===== config.mk =====
export PLATFORM = sky130hd
export DESIGN_NAME = operand_forward_flat
export DESIGN_NICKNAME = d
export VERILOG_FILES = /design/src/rtl/operand_forward_if.sv /design/src/rtl/operand_forward.sv /design/src/flat_wrapper.sv
export SDC_FILE = /design/constraint.sdc
export NUM_CORES = 1
export LEC_CHECK = 0
export CAP_MARGIN = 10
export CORE_ASPECT_RATIO = 0.9
export CORE_MARGIN = 4
export CORE_UTILIZATION = 35
export DETAILED_ROUTE_END_ITERATION = 8
export PLACE_DENSITY_LB_ADDON = 0.25
export SLEW_MARGIN = 20
export SYNTH_ARGS = -nofsm -noshare
export SYNTH_HDL_FRONTEND = slang
export SYNTH_SLANG_ARGS = --single-unit
export TNS_END_PERCENT = 1

===== constraint.sdc =====
create_clock -name i_clk -period 7.9 [get_ports i_clk]
set_input_delay 1.975 -clock i_clk [delete_from_list [all_inputs] [get_ports i_clk]]
set_output_delay 1.975 -clock i_clk [all_outputs]
set_load 0.02 [all_outputs]

===== src/rtl/operand_forward_if.sv =====
// Pipeline-side bundle for operand_forward: EX/MEM/WB qualifiers and register values in,
// forwarded operands, source selects, load-use stall and stall count out.
interface operand_forward_if #(
    parameter int unsigned XLEN  = 32,
    parameter int unsigned XADDR = 5,
    parameter int unsigned NPORT = 2,
    parameter int unsigned CNTW  = 16
);
    localparam int unsigned SELW = 3;

    logic                    i_flush;
    logic                    i_ex_valid;
    logic                    i_ex_accept;
    logic [NPORT-1:0]        i_rs_used;
    logic [NPORT*XADDR-1:0]  i_rs_addr_ex;
    logic [NPORT*XLEN-1:0]   i_rs_ex;

    logic                    i_mem_valid;
    logic                    i_mem_is_load;
    logic                    i_rd_mem_wr_en;
    logic [XADDR-1:0]        i_rd_addr_mem;
    logic [XLEN-1:0]         i_rd_mem;
    logic                    i_mem_req_complete;
    logic [XLEN-1:0]         i_mem_data;

    logic                    i_wb_valid;
    logic                    i_rd_wb_wr_en;
    logic [XADDR-1:0]        i_rd_addr_wb;
    logic [XLEN-1:0]         i_rd_wb;

    logic [NPORT*XLEN-1:0]   o_rs;
    logic [NPORT*SELW-1:0]   o_fwd_sel;
    logic                    o_load_stall;
    logic [CNTW-1:0]         o_stall_count;

    // Pipeline side: drives stage state, consumes operands and stall.
    modport master (
        output i_flush, i_ex_valid, i_ex_accept, i_rs_used, i_rs_addr_ex, i_rs_ex,
               i_mem_valid, i_mem_is_load, i_rd_mem_wr_en, i_rd_addr_mem, i_rd_mem,
               i_mem_req_complete, i_mem_data,
               i_wb_valid, i_rd_wb_wr_en, i_rd_addr_wb, i_rd_wb,
        input  o_rs, o_fwd_sel, o_load_stall, o_stall_count
    );

    // Forwarding unit side.
    modport slave (
        input  i_flush, i_ex_valid, i_ex_accept, i_rs_used, i_rs_addr_ex, i_rs_ex,
               i_mem_valid, i_mem_is_load, i_rd_mem_wr_en, i_rd_addr_mem, i_rd_mem,
               i_mem_req_complete, i_mem_data,
               i_wb_valid, i_rd_wb_wr_en, i_rd_addr_wb, i_rd_wb,
        output o_rs, o_fwd_sel, o_load_stall, o_stall_count
    );
endinterface


===== src/rtl/operand_forward.sv =====
// RV32I EX-stage operand forwarding with load-use interlock, a hold register that keeps
// completed load data visible to a stalled EX instruction, and a saturating stall counter.
module operand_forward #(
    parameter int unsigned XLEN  = 32,
    parameter int unsigned XADDR = 5,
    parameter int unsigned NPORT = 2,
    parameter int unsigned CNTW  = 16
) (
    input  logic              i_clk,
    input  logic              i_rst_n,
    operand_forward_if.slave  bus
);
    localparam int unsigned SELW = 3;

    localparam logic [SELW-1:0] SEL_RF   = SELW'(0);
    localparam logic [SELW-1:0] SEL_MEM  = SELW'(1);
    localparam logic [SELW-1:0] SEL_LOAD = SELW'(2);
    localparam logic [SELW-1:0] SEL_WB   = SELW'(3);
    localparam logic [SELW-1:0] SEL_HOLD = SELW'(4);
    localparam logic [SELW-1:0] SEL_ZERO = SELW'(5);

    typedef enum logic [1:0] {
        ST_IDLE = 2'd0,
        ST_WAIT = 2'd1,
        ST_HOLD = 2'd2
    } state_e;

    state_e            state_q, state_d;
    logic              hold_valid_q, hold_valid_d;
    logic [XADDR-1:0]  hold_addr_q, hold_addr_d;
    logic [XLEN-1:0]   hold_data_q, hold_data_d;
    logic [CNTW-1:0]   cnt_q, cnt_d;

    logic              mem_fwd_en_c;
    logic              wb_fwd_en_c;
    logic [NPORT-1:0]  pending_c;
    logic [NPORT-1:0]  load_hit_c;
    logic              load_stall_c;
    logic              load_done_c;
    logic              capture_c;
    logic              clear_hold_c;

    assign mem_fwd_en_c = bus.i_mem_valid & bus.i_rd_mem_wr_en;
    assign wb_fwd_en_c  = bus.i_wb_valid  & bus.i_rd_wb_wr_en;

    // Per-port source selection; MEM is younger than WB, hold is the oldest source.
    for (genvar p = 0; p < NPORT; p++) begin : g_port
        logic [XADDR-1:0] addr;
        logic [XLEN-1:0]  rf_val;
        logic [XLEN-1:0]  rs_val;
        logic [SELW-1:0]  sel;
        logic             mem_hit;
        logic             wb_hit;
        logic             hold_hit;
        logic             pend;

        assign addr     = bus.i_rs_addr_ex[p*XADDR +: XADDR];
        assign rf_val   = bus.i_rs_ex[p*XLEN +: XLEN];
        assign mem_hit  = mem_fwd_en_c & (addr == bus.i_rd_addr_mem);
        assign wb_hit   = wb_fwd_en_c  & (addr == bus.i_rd_addr_wb);
        assign hold_hit = hold_valid_q & (addr == hold_addr_q);

        always_comb begin : operand_mux
            rs_val = rf_val;
            sel    = SEL_RF;
            pend   = 1'b0;
            if (addr == '0) begin
                rs_val = '0;
                sel    = SEL_ZERO;
            end else if (mem_hit && bus.i_mem_is_load) begin
                if (bus.i_mem_req_complete) begin
                    rs_val = bus.i_mem_data;
                    sel    = SEL_LOAD;
                end else begin
                    pend   = 1'b1;
                end
            end else if (mem_hit) begin
                rs_val = bus.i_rd_mem;
                sel    = SEL_MEM;
            end else if (wb_hit) begin
                rs_val = bus.i_rd_wb;
                sel    = SEL_WB;
            end else if (hold_hit) begin
                rs_val = hold_data_q;
                sel    = SEL_HOLD;
            end
        end

        assign bus.o_rs[p*XLEN +: XLEN]      = rs_val;
        assign bus.o_fwd_sel[p*SELW +: SELW] = sel;
        assign pending_c[p]                  = pend;
        // A port whose operand is being delivered by a load in MEM this cycle or later.
        assign load_hit_c[p] = bus.i_rs_used[p] & mem_hit & bus.i_mem_is_load & (addr != '0);
    end

    assign load_stall_c = bus.i_ex_valid & (|(bus.i_rs_used & pending_c));
    assign load_done_c  = bus.i_ex_valid & bus.i_mem_req_complete & (|load_hit_c);

    assign bus.o_load_stall  = load_stall_c;
    assign bus.o_stall_count = cnt_q;

    always_ff @(posedge i_clk or negedge i_rst_n) begin : state_reg
        if (!i_rst_n) begin
            state_q <= ST_IDLE;
        end else begin
            state_q <= state_d;
        end
    end

    always_comb begin : next_state
        state_d = state_q;
        if (bus.i_flush) begin
            state_d = ST_IDLE;
        end else begin
            case (state_q)
                ST_IDLE: begin
                    if (load_done_c && !bus.i_ex_accept) begin
                        state_d = ST_HOLD;
                    end else if (load_stall_c) begin
                        state_d = ST_WAIT;
                    end
                end
                ST_WAIT: begin
                    if (load_done_c && !bus.i_ex_accept) begin
                        state_d = ST_HOLD;
                    end else if (!load_stall_c) begin
                        state_d = ST_IDLE;
                    end
                end
                ST_HOLD: begin
                    if (bus.i_ex_accept) begin
                        state_d = ST_IDLE;
                    end
                end
                default: state_d = ST_IDLE;
            endcase
        end
    end

    // Hold capture/clear strobes; flush wins over a capture in the same cycle.
    always_comb begin : fsm_out
        capture_c    = 1'b0;
        clear_hold_c = 1'b0;
        if (bus.i_flush) begin
            clear_hold_c = 1'b1;
        end else begin
            case (state_q)
                ST_IDLE, ST_WAIT: begin
                    capture_c = load_done_c & ~bus.i_ex_accept;
                end
                ST_HOLD: begin
                    if (bus.i_ex_accept) begin
                        clear_hold_c = 1'b1;
                    end else begin
                        capture_c = load_done_c;
                    end
                end
                default: clear_hold_c = 1'b1;
            endcase
        end
    end

    always_comb begin : hold_next
        hold_valid_d = hold_valid_q;
        hold_addr_d  = hold_addr_q;
        hold_data_d  = hold_data_q;
        if (clear_hold_c) begin
            hold_valid_d = 1'b0;
        end else if (capture_c) begin
            hold_valid_d = 1'b1;
            hold_addr_d  = bus.i_rd_addr_mem;
            hold_data_d  = bus.i_mem_data;
        end
    end

    // Saturating load-use stall counter; survives flush.
    always_comb begin : cnt_next
        cnt_d = cnt_q;
        if (load_stall_c && (cnt_q != '1)) begin
            cnt_d = cnt_q + CNTW'(1);
        end
    end

    always_ff @(posedge i_clk or negedge i_rst_n) begin : data_reg
        if (!i_rst_n) begin
            hold_valid_q <= 1'b0;
            hold_addr_q  <= '0;
            hold_data_q  <= '0;
            cnt_q        <= '0;
        end else begin
            hold_valid_q <= hold_valid_d;
            hold_addr_q  <= hold_addr_d;
            hold_data_q  <= hold_data_d;
            cnt_q        <= cnt_d;
        end
    end

endmodule


===== src/flat_wrapper.sv =====
// flat-port wrapper written by rule: the top's interface ports become plain ports
module operand_forward_flat 
#(
    parameter int unsigned XLEN  = 32,
    parameter int unsigned XADDR = 5,
    parameter int unsigned NPORT = 2,
    parameter int unsigned CNTW  = 16
)
  (i_clk, i_rst_n, bus_i_flush, bus_i_ex_valid, bus_i_ex_accept, bus_i_rs_used, bus_i_rs_addr_ex, bus_i_rs_ex, bus_i_mem_valid, bus_i_mem_is_load, bus_i_rd_mem_wr_en, bus_i_rd_addr_mem, bus_i_rd_mem, bus_i_mem_req_complete, bus_i_mem_data, bus_i_wb_valid, bus_i_rd_wb_wr_en, bus_i_rd_addr_wb, bus_i_rd_wb, bus_o_rs, bus_o_fwd_sel, bus_o_load_stall, bus_o_stall_count);
  operand_forward_if #(.XLEN(XLEN), .XADDR(XADDR), .NPORT(NPORT), .CNTW(CNTW)) bus_i ();
  input  logic i_clk;
  input  logic i_rst_n;
  input wire logic [$bits(bus_i.i_flush)-1:0] bus_i_flush;
  input wire logic [$bits(bus_i.i_ex_valid)-1:0] bus_i_ex_valid;
  input wire logic [$bits(bus_i.i_ex_accept)-1:0] bus_i_ex_accept;
  input wire logic [$bits(bus_i.i_rs_used)-1:0] bus_i_rs_used;
  input wire logic [$bits(bus_i.i_rs_addr_ex)-1:0] bus_i_rs_addr_ex;
  input wire logic [$bits(bus_i.i_rs_ex)-1:0] bus_i_rs_ex;
  input wire logic [$bits(bus_i.i_mem_valid)-1:0] bus_i_mem_valid;
  input wire logic [$bits(bus_i.i_mem_is_load)-1:0] bus_i_mem_is_load;
  input wire logic [$bits(bus_i.i_rd_mem_wr_en)-1:0] bus_i_rd_mem_wr_en;
  input wire logic [$bits(bus_i.i_rd_addr_mem)-1:0] bus_i_rd_addr_mem;
  input wire logic [$bits(bus_i.i_rd_mem)-1:0] bus_i_rd_mem;
  input wire logic [$bits(bus_i.i_mem_req_complete)-1:0] bus_i_mem_req_complete;
  input wire logic [$bits(bus_i.i_mem_data)-1:0] bus_i_mem_data;
  input wire logic [$bits(bus_i.i_wb_valid)-1:0] bus_i_wb_valid;
  input wire logic [$bits(bus_i.i_rd_wb_wr_en)-1:0] bus_i_rd_wb_wr_en;
  input wire logic [$bits(bus_i.i_rd_addr_wb)-1:0] bus_i_rd_addr_wb;
  input wire logic [$bits(bus_i.i_rd_wb)-1:0] bus_i_rd_wb;
  output wire logic [$bits(bus_i.o_rs)-1:0] bus_o_rs;
  output wire logic [$bits(bus_i.o_fwd_sel)-1:0] bus_o_fwd_sel;
  output wire logic [$bits(bus_i.o_load_stall)-1:0] bus_o_load_stall;
  output wire logic [$bits(bus_i.o_stall_count)-1:0] bus_o_stall_count;
  assign bus_i.i_flush = bus_i_flush;
  assign bus_i.i_ex_valid = bus_i_ex_valid;
  assign bus_i.i_ex_accept = bus_i_ex_accept;
  assign bus_i.i_rs_used = bus_i_rs_used;
  assign bus_i.i_rs_addr_ex = bus_i_rs_addr_ex;
  assign bus_i.i_rs_ex = bus_i_rs_ex;
  assign bus_i.i_mem_valid = bus_i_mem_valid;
  assign bus_i.i_mem_is_load = bus_i_mem_is_load;
  assign bus_i.i_rd_mem_wr_en = bus_i_rd_mem_wr_en;
  assign bus_i.i_rd_addr_mem = bus_i_rd_addr_mem;
  assign bus_i.i_rd_mem = bus_i_rd_mem;
  assign bus_i.i_mem_req_complete = bus_i_mem_req_complete;
  assign bus_i.i_mem_data = bus_i_mem_data;
  assign bus_i.i_wb_valid = bus_i_wb_valid;
  assign bus_i.i_rd_wb_wr_en = bus_i_rd_wb_wr_en;
  assign bus_i.i_rd_addr_wb = bus_i_rd_addr_wb;
  assign bus_i.i_rd_wb = bus_i_rd_wb;
  assign bus_o_rs = bus_i.o_rs;
  assign bus_o_fwd_sel = bus_i.o_fwd_sel;
  assign bus_o_load_stall = bus_i.o_load_stall;
  assign bus_o_stall_count = bus_i.o_stall_count;
  operand_forward #(.XLEN(XLEN), .XADDR(XADDR), .NPORT(NPORT), .CNTW(CNTW)) u_core (.i_clk(i_clk), .i_rst_n(i_rst_n), .bus(bus_i));
endmodule

; ---- Word level (Yosys, flattened, before mapping)
; Index checks and enable logic that the tools add are counted.
[totals]
elab_cells = 98
output_inout_bits = 87
register_bits = 56
in_bits = 193
[classes]
bitwise = 21
n_reduce_logical = 16
muxes = 43
eq_ne = 12
addsub = 1
[ops]
columns = cell, n
row1 = 32-bit 2-to-1 mux, 12
row2 = 5-bit equality test, 6
row3 = 3-bit 2-to-1 mux, 10
row4 = 1-bit AND, 18
row5 = "16-bit by 1-bit adder with 16-bit output, second input constant", 1
row6 = "16-bit != test, second input constant", 1
row7 = 2-bit 2-to-1 mux, 7
row8 = 1-bit 2-to-1 mux, 11
row9 = 5-bit zero test, 2
row10 = 5-bit nonzero test, 2
row11 = 2-bit case mux with 3 select lines, 1
row12 = 2-bit OR reduction, 3
row13 = 1-bit logical AND, 4
row14 = "4-bit by 2-bit != test with 1-bit output, second input constant", 1
row15 = "4-bit != test, second input constant", 1
row16 = 1-bit case mux with 2 select lines, 2
row17 = "3-bit != test, second input constant", 1
row18 = 3-bit AND reduction, 1
row19 = 2-bit AND, 1
row20 = "2-bit by 1-bit equality test with 1-bit output, second input constant", 1
row21 = "2-bit equality test, second input constant", 1
row22 = 2-bit zero test, 1
row23 = 1-bit inverter, 2
row24 = 2-bit AND reduction, 1
row25 = 2 further kinds, 2

; ---- Logic depth before layout (Yosys ltp)
[depth]
ltp_word = 12
depth_mapped = 9

; ---- Worst setup path before layout
; OpenSTA, ideal clock, no wires.
[synth_path]
kind = input-to-output
startpoint = in bus_i_rs_addr_ex[5]
endpoint = out bus_o_rs[33]
t_arrival_ps = 3727
path_buffers = 3
slack_ps = 2198
cell_stages = 9
path_cell_list = clkbuf_1 > xor2_1 > nor4_1 > and2_1 > buf_2 > nor3_1 > a31oi_1 > clkbuf_1 > o221a_2
[synth_between]
elab_chain_cells = 7
[synth_lines]
columns = element, line
row1 = from (decl), flat_wrapper.sv:17  ; input wire logic [$bits(bus_i.i_rs_addr_ex)-1:0] bus_i_rs_addr_ex;
row2 = 5-bit equality test, operand_forward.sv:61  ; assign hold_hit = hold_valid_q & (addr == hold_addr_q);
row3 = 1-bit AND, operand_forward.sv:61
row4 = 32-bit 2-to-1 mux, operand_forward.sv:83  ; end else if (hold_hit) begin
row5 = 32-bit 2-to-1 mux, operand_forward.sv:80  ; end else if (wb_hit) begin
row6 = 32-bit 2-to-1 mux, operand_forward.sv:77  ; end else if (mem_hit) begin
row7 = 32-bit 2-to-1 mux, operand_forward.sv:70  ; end else if (mem_hit && bus.i_mem_is_load) begin
row8 = 32-bit 2-to-1 mux (*), operand_forward.sv:67  ; if (addr == '0) begin
row9 = to (decl), flat_wrapper.sv:30  ; output wire logic [$bits(bus_i.o_rs)-1:0] bus_o_rs;
; Mark *: on every way between the ends. The rest lies on a longest branch, timed or not.

; ---- Worst setup path after layout
[layout_path]
startpoint = in bus_i_rs_addr_ex[7]
endpoint = out bus_o_rs[54]
; Same word-level chain as after synthesis.

==> out/metrics.yaml <==
fin_nets: 1058
remaining_drc_errors: 0
rsz0062_at_grt: "false"
die_w_um: 139
synth_edf_count: 0
ys_seq_area_share_pct: 25.9
wl_met3_um: 1730
clkTransAtPathRegs_ps: 80
grt_pass1_vias: 6731
grt_pass1_wl_um: 37000
synth-async-reset-ratio_pct: 100
most-common-layout-cells: "clkdlybuf4s50_1, nand2_1, mux2i_1"
grt_max_degree: 62
synth_cell_types: 40
worstSetupPathType: "primary input to primary output"
hold_path.class: "register to register"
ys_ff_latch: 56
worstPathArrival_ps: 5350
skew_ps: 6.58
top_layer_used: "met4"
final_antenna_net_count: 0
tns_ps: 0
io_pins: 280
layout_commonest_cell: "clkdlybuf4s50_1"
finalCritPeriodShare_pct: 92.8
drt-initial-drc-count: 472
antenna_found_initial: 0
grt_usage_pct: 25.7
cts_resized: 0
fill_cells: 1290
setup.worst_path.start_class: "primary input"
cts.sinks: 56
syn_area_um2: 5400
dieArea_um2: 17500
h-tree-depth: 2
slew_viol_final: 0
wl_per_cell_um: 22.3
hold_buffers: 0
met2_length_um: 11600
setup_slack_ps: 572
cp_max_fo: 34
slew_headroom_pct: 40.6
fmax_mhz: 136
via_per_inst: 6.02
crit_required_ps: 5930
cts_tree: "built"
drtPass1Iterations: 5
hpwl_um: 17400
avgSynthCellArea_um2: 8.74
met1_length_um: 9750
power_density_nw_per_um2: 98.7
port_buffers: 279
routed_wl_um: 23700
maxCapViolations: 0
cts_setup_buffers: 0
diodes: 0
syn-num-nets: 812
overflow: 0
rows: 42
cts_made_buffers: 5
die_h_um: 126
status: "completed"
core-area_um2: 14900
initial_core_util_pct: 36.2
finalSetupViolCount: 0
fin_crit_ps: 7330
via_count: 6397
ys_warn_count: 0
dp_slack_ps: 562
ir_worst_vdd_mv: 0.0875
gp_congestion: 0.913
worst_pin_slew_ps: 889
clk_latency_ps: 300
cts.path.max_buffers: 2
crit_path_end_kind: "primary output"
synthCells: 618
ctsRootBufferMaster: "clkbuf_16"
leakagePower_nw: 3.25
fin_hold_ws_ps: 512
hold_viol: 0
drive_gt1_share_pct: 12.8
synthFlopType: "dfrtp_1"
areaGrowthSynthToFinish_pct: 57.9
-- layout make-up --
| cell class | instances | area, um2 | area share (%) |
|---|---|---|---|
| multi-input cells | 501 | 3770 | 44.2 |
| clock inverters | 3 | 27.5 | 0.323 |
| inverters | 4 | 15.0 | 0.176 |
| flip-flops and latches | 56 | 1400 | 16.4 |
| repair buffers | 296 | 2940 | 34.5 |
| well taps | 198 | 248 | 2.90 |
| clock buffers | 5 | 125 | 1.47 |
-- power by group --
part / total, mW / switching (mW) / internal, mW / leakage (nW)
Combinational: 0.314 / 0.140 / 0.174 / 2.40
Sequential: 0.292 / 0.00268 / 0.289 / 0.777
Clock: 0.237 / 0.116 / 0.121 / 0.0719
Total: 0.842 / 0.258 / 0.584 / 3.25
-- cells in the mapped netlist, types with 10 or more instances --
| master | number | share of area, % |
|---|---|---|
| o22ai_1 | 32 | 3.7 |
| o221a_2 | 32 | 6.7 |
| xnor2_1 | 17 | 2.8 |
| a21oi_1 | 37 | 3.4 |
| clkbuf_1 | 42 | 2.9 |
| mux2i_1 | 64 | 12 |
| nor2_1 | 15 | 1.0 |
| o211ai_1 | 32 | 4.4 |
| nand2_1 | 79 | 5.5 |
| xor2_1 | 28 | 4.5 |
| o21a_1 | 32 | 4.4 |
| nand4_1 | 10 | 1.2 |
| mux2_2 | 38 | 7.9 |
| o2111ai_1 | 32 | 5.2 |
| dfrtp_1 | 56 | 26 |
-- per-stage QoR --
step	power (mW)	instance area (um2)	utilization (%)	instances
6_report	0.842	8530	57.2	1063
5_1_grt	0.878	8530	57.2	1063
4_1_cts	0.850	8530	57.2	1063
3_5_place_dp	0.608	8380	56.1	1055
3_3_place_gp	0.604	8360	56.0	1054
2_1_floorplan	0.419	5400	-	618
-- registers in the layout (all words and copies together), names as in the netlist --
register / count
u_core.hold_data_q: 32
u_core.hold_valid_q: 1
u_core.hold_addr_q: 5
u_core.bus.o_stall_count: 16
u_core.state_q: 2
-- critical path, stage by stage --
cell and delay (ps):
clkdlybuf4s50_1 510, xor2_1 190, nor4_1 310, and2_2 550
nand2b_2 780, o21a_1 190, o221a_2 210, clkdlybuf4s50_1 610
-- logic make-up after synthesis --
group	synth area share, %
XOR/XNOR	7.29
AND/OR/NAND/NOR	13.5
AO/OA/AOI/OAI	28.5
multiplexers	19.8
flip-flops	25.9
buffers and inverters	4.77
adder cells (fa/ha/maj)	0.231
-- metal layers --
layer,track usage (%),vias up
met5,0,-
met1,32.4,3105
met2,44.8,360
met4,8.23,0
met3,4.36,50
li1,-,2882
-- final timing paths --
path | from | endpoint | slack, ps | cells after the start
hold / removal | u_core.state_q[1] | u_core.state_q[0] | 510 | 1
setup reg to reg | u_core.state_q[0] | u_core.hold_data_q[25] | 5680 | 5
hold reg to reg | u_core.state_q[1] | u_core.state_q[0] | 510 | 1
max in group asynchronous | i_rst_n | u_core.hold_data_q[23] | 5560 | 2
setup / recovery | bus_i_rs_addr_ex[7] | bus_o_rs[54] | 570 | 8
min in group asynchronous | i_rst_n | u_core.bus.o_stall_count[1] | 1830 | 2
Note: power is estimated with default switching activity, not from simulation.
==> RTL edit 1: new RTL, same settings <==
Take the reset off `hold_addr_q` and `hold_data_q` and load them in a clocked block of their own.
--- a/src/rtl/operand_forward.sv
+++ b/src/rtl/operand_forward.sv
@@ -186,4 +186,2 @@
             hold_valid_q <= 1'b0;
-            hold_addr_q  <= '0;
-            hold_data_q  <= '0;
             cnt_q        <= '0;
@@ -191,4 +189,2 @@
             hold_valid_q <= hold_valid_d;
-            hold_addr_q  <= hold_addr_d;
-            hold_data_q  <= hold_data_d;
             cnt_q        <= cnt_d;
@@ -197,2 +193,7 @@
 
+    always_ff @(posedge i_clk) begin
+        hold_addr_q <= hold_addr_d;
+        hold_data_q <= hold_data_d;
+    end
+
 endmodule
Function: no difference found for any inputs over 4 cycles, from zero or initial values and one cycle with i_rst_n low; that may be too few to reach the edited logic, so the function may still have changed.
==> RTL edit 1 against the original RTL <==
  * Sequential cell count is the same
  * Setup slack lost 120 ps
  * Non-clock buffer count stayed put
  * Utilization grew 1.5 points
  * Combinational power is 1% higher
  * Final area decreased by 2.7%
  * Synthesized area down 5.2%
  * Total power is 4.7% higher
  * Routed wire length decreased by 1.0%
  * Highest routed layer unchanged
==> RTL edit 1: results (changes against the original RTL) <==
stage;metric;value;unit;change
status;status;complete, no violations;;unchanged
logic_synthesis;main flop type after synthesis;edfxtp_1;;was dfrtp_1
cts;Skew-Pair Late Insertion Delay;320;ps;was 300 ps
finish;layout filler cell count;1273;;was 1290
setup_path;R2R Path End;u_core.bus.o_stall_count[4];;was u_core.hold_data_q[25]
logic_synthesis;asr flop ratio synth;0.3393;;was 1.000
setup_path;R2R Setup Slk;5340;ps;was 5680 ps
grt;M2 GR Usage;0.4642;;was 0.4476
worst_hold_path;min-delay src;u_core.bus.o_stall_count[6];;was u_core.state_q[1]
finish;share of cells above drive strength 1;0.1276;;was 0.1283
setup_path;R2R cell count;7;;was 5
logic_synthesis;Post-Syn Nets;766;;was 812
logic_synthesis;multiplexer share of the synthesized area;0.1295;;was 0.1977
routing;Iter 0 DRT Violations;464;;was 472
logic_synthesis;sequential area share after synthesis;0.3097;;was 0.2593
grt;largest net degree at the start of global routing;46;;was 62
power;peak supply drop;81.02;uV;was 87.50 uV
setup_path;Arrival @ worst endpoint;5480;ps;was 5350 ps
grt;met3 Use GR;0.05902;;was 0.04359
logic_synthesis;EDFF count, synth;37;;was 0
logic_synthesis;Synth Area in Adders;0.002443;;was 0.002315
logic_synthesis;Synth area leaders;edfxtp_1 (22%), o221a_2 (14%), mux2i_1 (13%);;was dfrtp_1 (26%), mux2i_1 (12%), mux2_2 (7.9%)
place;RePlAce Congestion;0.9577;;was 0.9129
finish;# nets final;1024;;was 1058
worst_hold_path;hold endpoint;u_core.bus.o_stall_count[6];;was u_core.state_q[0]
logic_synthesis;Commonest cells post-synth;nor2_1 (145), mux2i_1 (64), o221a_2 (64);;was nand2_1 (79), mux2i_1 (64), dfrtp_1 (56)
grt;first-pass GRT wire length;34890;um;was 37020 um
logic_synthesis;Cell variety after synth;41;;was 40
setup_path;crit path max fanout;25;;was 34
setup_path;worst r2r src;u_core.bus.o_stall_count[0];;was u_core.state_q[0]
power;Lkg Pwr;3.168;nW;was 3.253 nW
finish;max reg flops;32;;unchanged
logic_synthesis;Synth Area in Compound Gates;0.2555;;was 0.2853
logic_synthesis;Synth Area in XOR/XNOR;0.07670;;was 0.07293
routing;DR vias/cell;5.842;;was 6.018
routing;Routed WL;23450;um;was 23690 um
## RTL edit 1: how the worst max path moves through the flow
stage	startpoint	end	slack, ps	cells past startpoint
final	bus_i_rs_addr_ex[2]	bus_o_rs[20]	450	9
after global routing	bus_i_rs_addr_ex[2]	bus_o_rs[20]	120	9
after CTS	bus_i_rs_addr_ex[2]	bus_o_rs[20]	480	9
after detailed placement	bus_i_rs_addr_ex[2]	bus_o_rs[20]	480	9
after global placement	bus_i_rs_addr_ex[0]	bus_o_rs[1]	570	8
after floorplan	bus_i_rs_addr_ex[0]	u_core.hold_addr_q[0]	1150	7
## RTL edit 1: logic make-up after synthesis
logic type / count (synthesis)
AND/OR/NAND/NOR: 221
AO/OA/AOI/OAI: 137
multiplexers: 66
flip-flops: 56
buffers and inverters: 47
XOR/XNOR: 44
adder cells (fa/ha/maj): 1
## RTL edit 1: routing by layer
layer | part of all wire | vias up
li1 | - | 2713
met1 | 0.40 | 2879
met2 | 0.48 | 350
met3 | 0.089 | 40
met4 | 0.024 | 0
met5 | 0 | -
## RTL edit 1: through the flow
| step | worst slack, ps | hold slack [ps] | power [mW] | utilization | cells |
|---|---|---|---|---|---|
| final | 447.8 | 517.6 | 0.8816 | 0.5863 | 1024 |
| after CTS | 477.5 | 524.7 | 0.8872 | 0.5863 | 1024 |
| after detailed placement | 475.9 | 506.9 | 0.6348 | 0.5754 | 1016 |
| after floorplan | 1153 | 485.5 | 0.4476 | - | 572 |
| after global placement | 574.0 | 500.9 | 0.6319 | 0.5749 | 1016 |
| after global routing | 119.1 | 540.9 | 0.9178 | 0.5863 | 1024 |
## RTL edit 1: power breakdown
part	internal, mW	total, mW	switching (mW)
logic	0.176	0.318	0.142
registers	0.313	0.314	0.000693
clock network	0.123	0.250	0.127
total	0.612	0.882	0.270
## RTL edit 1: area by class of cell
cell class	instances	area, um^2	share of cell area
multi-input cells	469	3401	0.4097
repair buffers	296	2910	0.3506
flip-flops and latches	56	1587	0.1911
well taps	193	241.5	0.02909
clock buffers	5	125.1	0.01507
clock inverters	3	28.78	0.003467
inverters	2	7.507	0.0009044
## RTL edit 1: critical path, stage by stage
cell and delay [ps]:
clkdlybuf4s50_1 590, xnor2_1 140, nand2_1 110, nor4_1 770
nand2_1 440, buf_4 390, a211oi_1 250, a211o_1 140
clkdlybuf4s50_1 650
==> RTL edit 2: new RTL, same flow settings <==
Made on the original files. `XLEN` is set to 32 in 3 places; all go to 64.
--- a/src/rtl/operand_forward_if.sv
+++ b/src/rtl/operand_forward_if.sv
@@ -3,3 +3,3 @@
 interface operand_forward_if #(
-    parameter int unsigned XLEN  = 32,
+    parameter int unsigned XLEN  = 64,
     parameter int unsigned XADDR = 5,
--- a/src/rtl/operand_forward.sv
+++ b/src/rtl/operand_forward.sv
@@ -3,3 +3,3 @@
 module operand_forward #(
-    parameter int unsigned XLEN  = 32,
+    parameter int unsigned XLEN  = 64,
     parameter int unsigned XADDR = 5,
--- a/src/flat_wrapper.sv
+++ b/src/flat_wrapper.sv
@@ -3,3 +3,3 @@
 #(
-    parameter int unsigned XLEN  = 32,
+    parameter int unsigned XLEN  = 64,
     parameter int unsigned XADDR = 5,
Ports: changed (5 resized); port bits go from 280 to 504. No check against the original RTL was run, so the function may have changed too.
==> RTL edit 2 against the original RTL <==
  * Via count increased by 81%
  * Setup slack worse by 33 ps
  * Final area increased by 73%
  * Synthesized area is 69% higher
  * Total power is 75% higher
  * Routed wire length rose by 110%
  * First-iteration DRC count rose by 130%
  * Non-clock buffer count grew 235
  * Synthesized cell count increased by 72%
  * Sequential cell count up 32
==> RTL edit 2: results (changes against the original RTL) <==
stage;metric;value;unit;change
setup_path;crit path max fanout;33;;was 34
grt;first-pass GRT wire length;70790;um;was 37020 um
grt;M1 GR Usage;0.3895;;was 0.3244
setup_path;R2R Setup Slk;5430;ps;was 5680 ps
finish;max reg flops;64;;was 32
setup_path;Slowest cell on crit path;clkdlybuf4s50_1;;was nand2b_2
setup_path;worst setup path end;bus_o_rs[81];;was bus_o_rs[54]
timing;post-route setup slack;538.7;ps;was 571.6 ps
setup_path;R2R Path End;u_core.hold_data_q[36];;was u_core.hold_data_q[25]
power;P_int;1.012;mW;was 583.7 uW
routing;Routed WL;48580;um;was 23690 um
setup_path;slowest stage delay, CP;730;ps;was 780 ps
logic_synthesis;Synth Area in XOR/XNOR;0.04309;;was 0.07293
place;setup slack at placement;622.1;ps;was 561.8 ps
finish;share of cells above drive strength 1;0.08829;;was 0.1283
power;Lkg Pwr;5.978;nW;was 3.253 nW
place;RePlAce Congestion;0.9266;;was 0.9129
finish;Final Non-Filler Cells;1838;;was 1063
routing;top layer in use;met5;;was met4
routing;DR vias/cell;6.295;;was 6.018
logic_synthesis;multiplexer share of the synthesized area;0.2304;;was 0.1977
timing;Clock Skews;10.79;ps;was 6.584 ps
status;status;complete, no violations;;unchanged
logic_synthesis;Commonest cells post-synth;nor2_1 (203), mux2i_1 (128), dfrtp_1 (88);;was nand2_1 (79), mux2i_1 (64), dfrtp_1 (56)
setup_path;R2R cell count;4;;was 5
cts;H-tree depth;3;;was 2
logic_synthesis;sequential area share after synthesis;0.2408;;was 0.2593
routing;Detail Route met2 WL;23420;um;was 11580 um
routing;routed length on met3;4838;um;was 1727 um
grt;initial antenna violation count;3;;was 0
logic_synthesis;Cell variety after synth;44;;was 40
setup_path;CP Launch Point;bus_i_rs_addr_ex[5];;was bus_i_rs_addr_ex[7]
==> RTL edit 2: cell types whose count changed in the layout (fill, tap and decap cells not counted), sizes merged, moves of 32 or more <==
cell / before / now
a221o: 0 / 64
nor2: 17 / 203
nor3: 7 / 72
clkdlybuf4s50: 276 / 500
nand2: 79 / 22
o2111ai: 32 / 0
o221a: 32 / 0
o221ai: 0 / 64
o32ai: 0 / 64
mux2: 38 / 70
dfrtp: 56 / 88
o31a: 0 / 64
a21oi: 37 / 4
mux2i: 64 / 128
==> RTL edit 2: cell families after synthesis <==
logic type               Yosys count
AO/OA/AOI/OAI                    268
XOR/XNOR                          45
adder cells (fa/ha/maj)            1
buffers and inverters            119
flip-flops                        88
multiplexers                     198
AND/OR/NAND/NOR                  346
==> RTL edit 2: stage by stage <==
stage / power (mW) / hold WS (ps) / instance area (um^2)
after global placement: 1.032 / 494.4 / 14480
final: 1.478 / 509.4 / 14780
after CTS: 1.486 / 504.5 / 14770
after detailed placement: 1.035 / 501.0 / 14480
after global routing: 1.536 / 526.7 / 14780
after floorplan: 0.6719 / 462.5 / 9146
==> RTL edit 2: power by group through the flow <==
stage	logic, mW	registers, mW	clock network (mW)
floorplan	0.205	0.467	0
global placement	0.565	0.467	0
detailed placement	0.568	0.467	0
CTS	0.571	0.459	0.456
global route	0.601	0.459	0.477
finish	0.573	0.459	0.446
==> RTL edit 2: layout make-up <==
class,instances,area [um^2]
clock buffers,9,225.2
inverters,2,7.507
flip-flops and latches,88,2202
fillers,2273,10690
repair buffers,531,5338
well taps,342,427.9
clock inverters,7,70.07
diodes,1,2.502
multi-input cells,858,6504
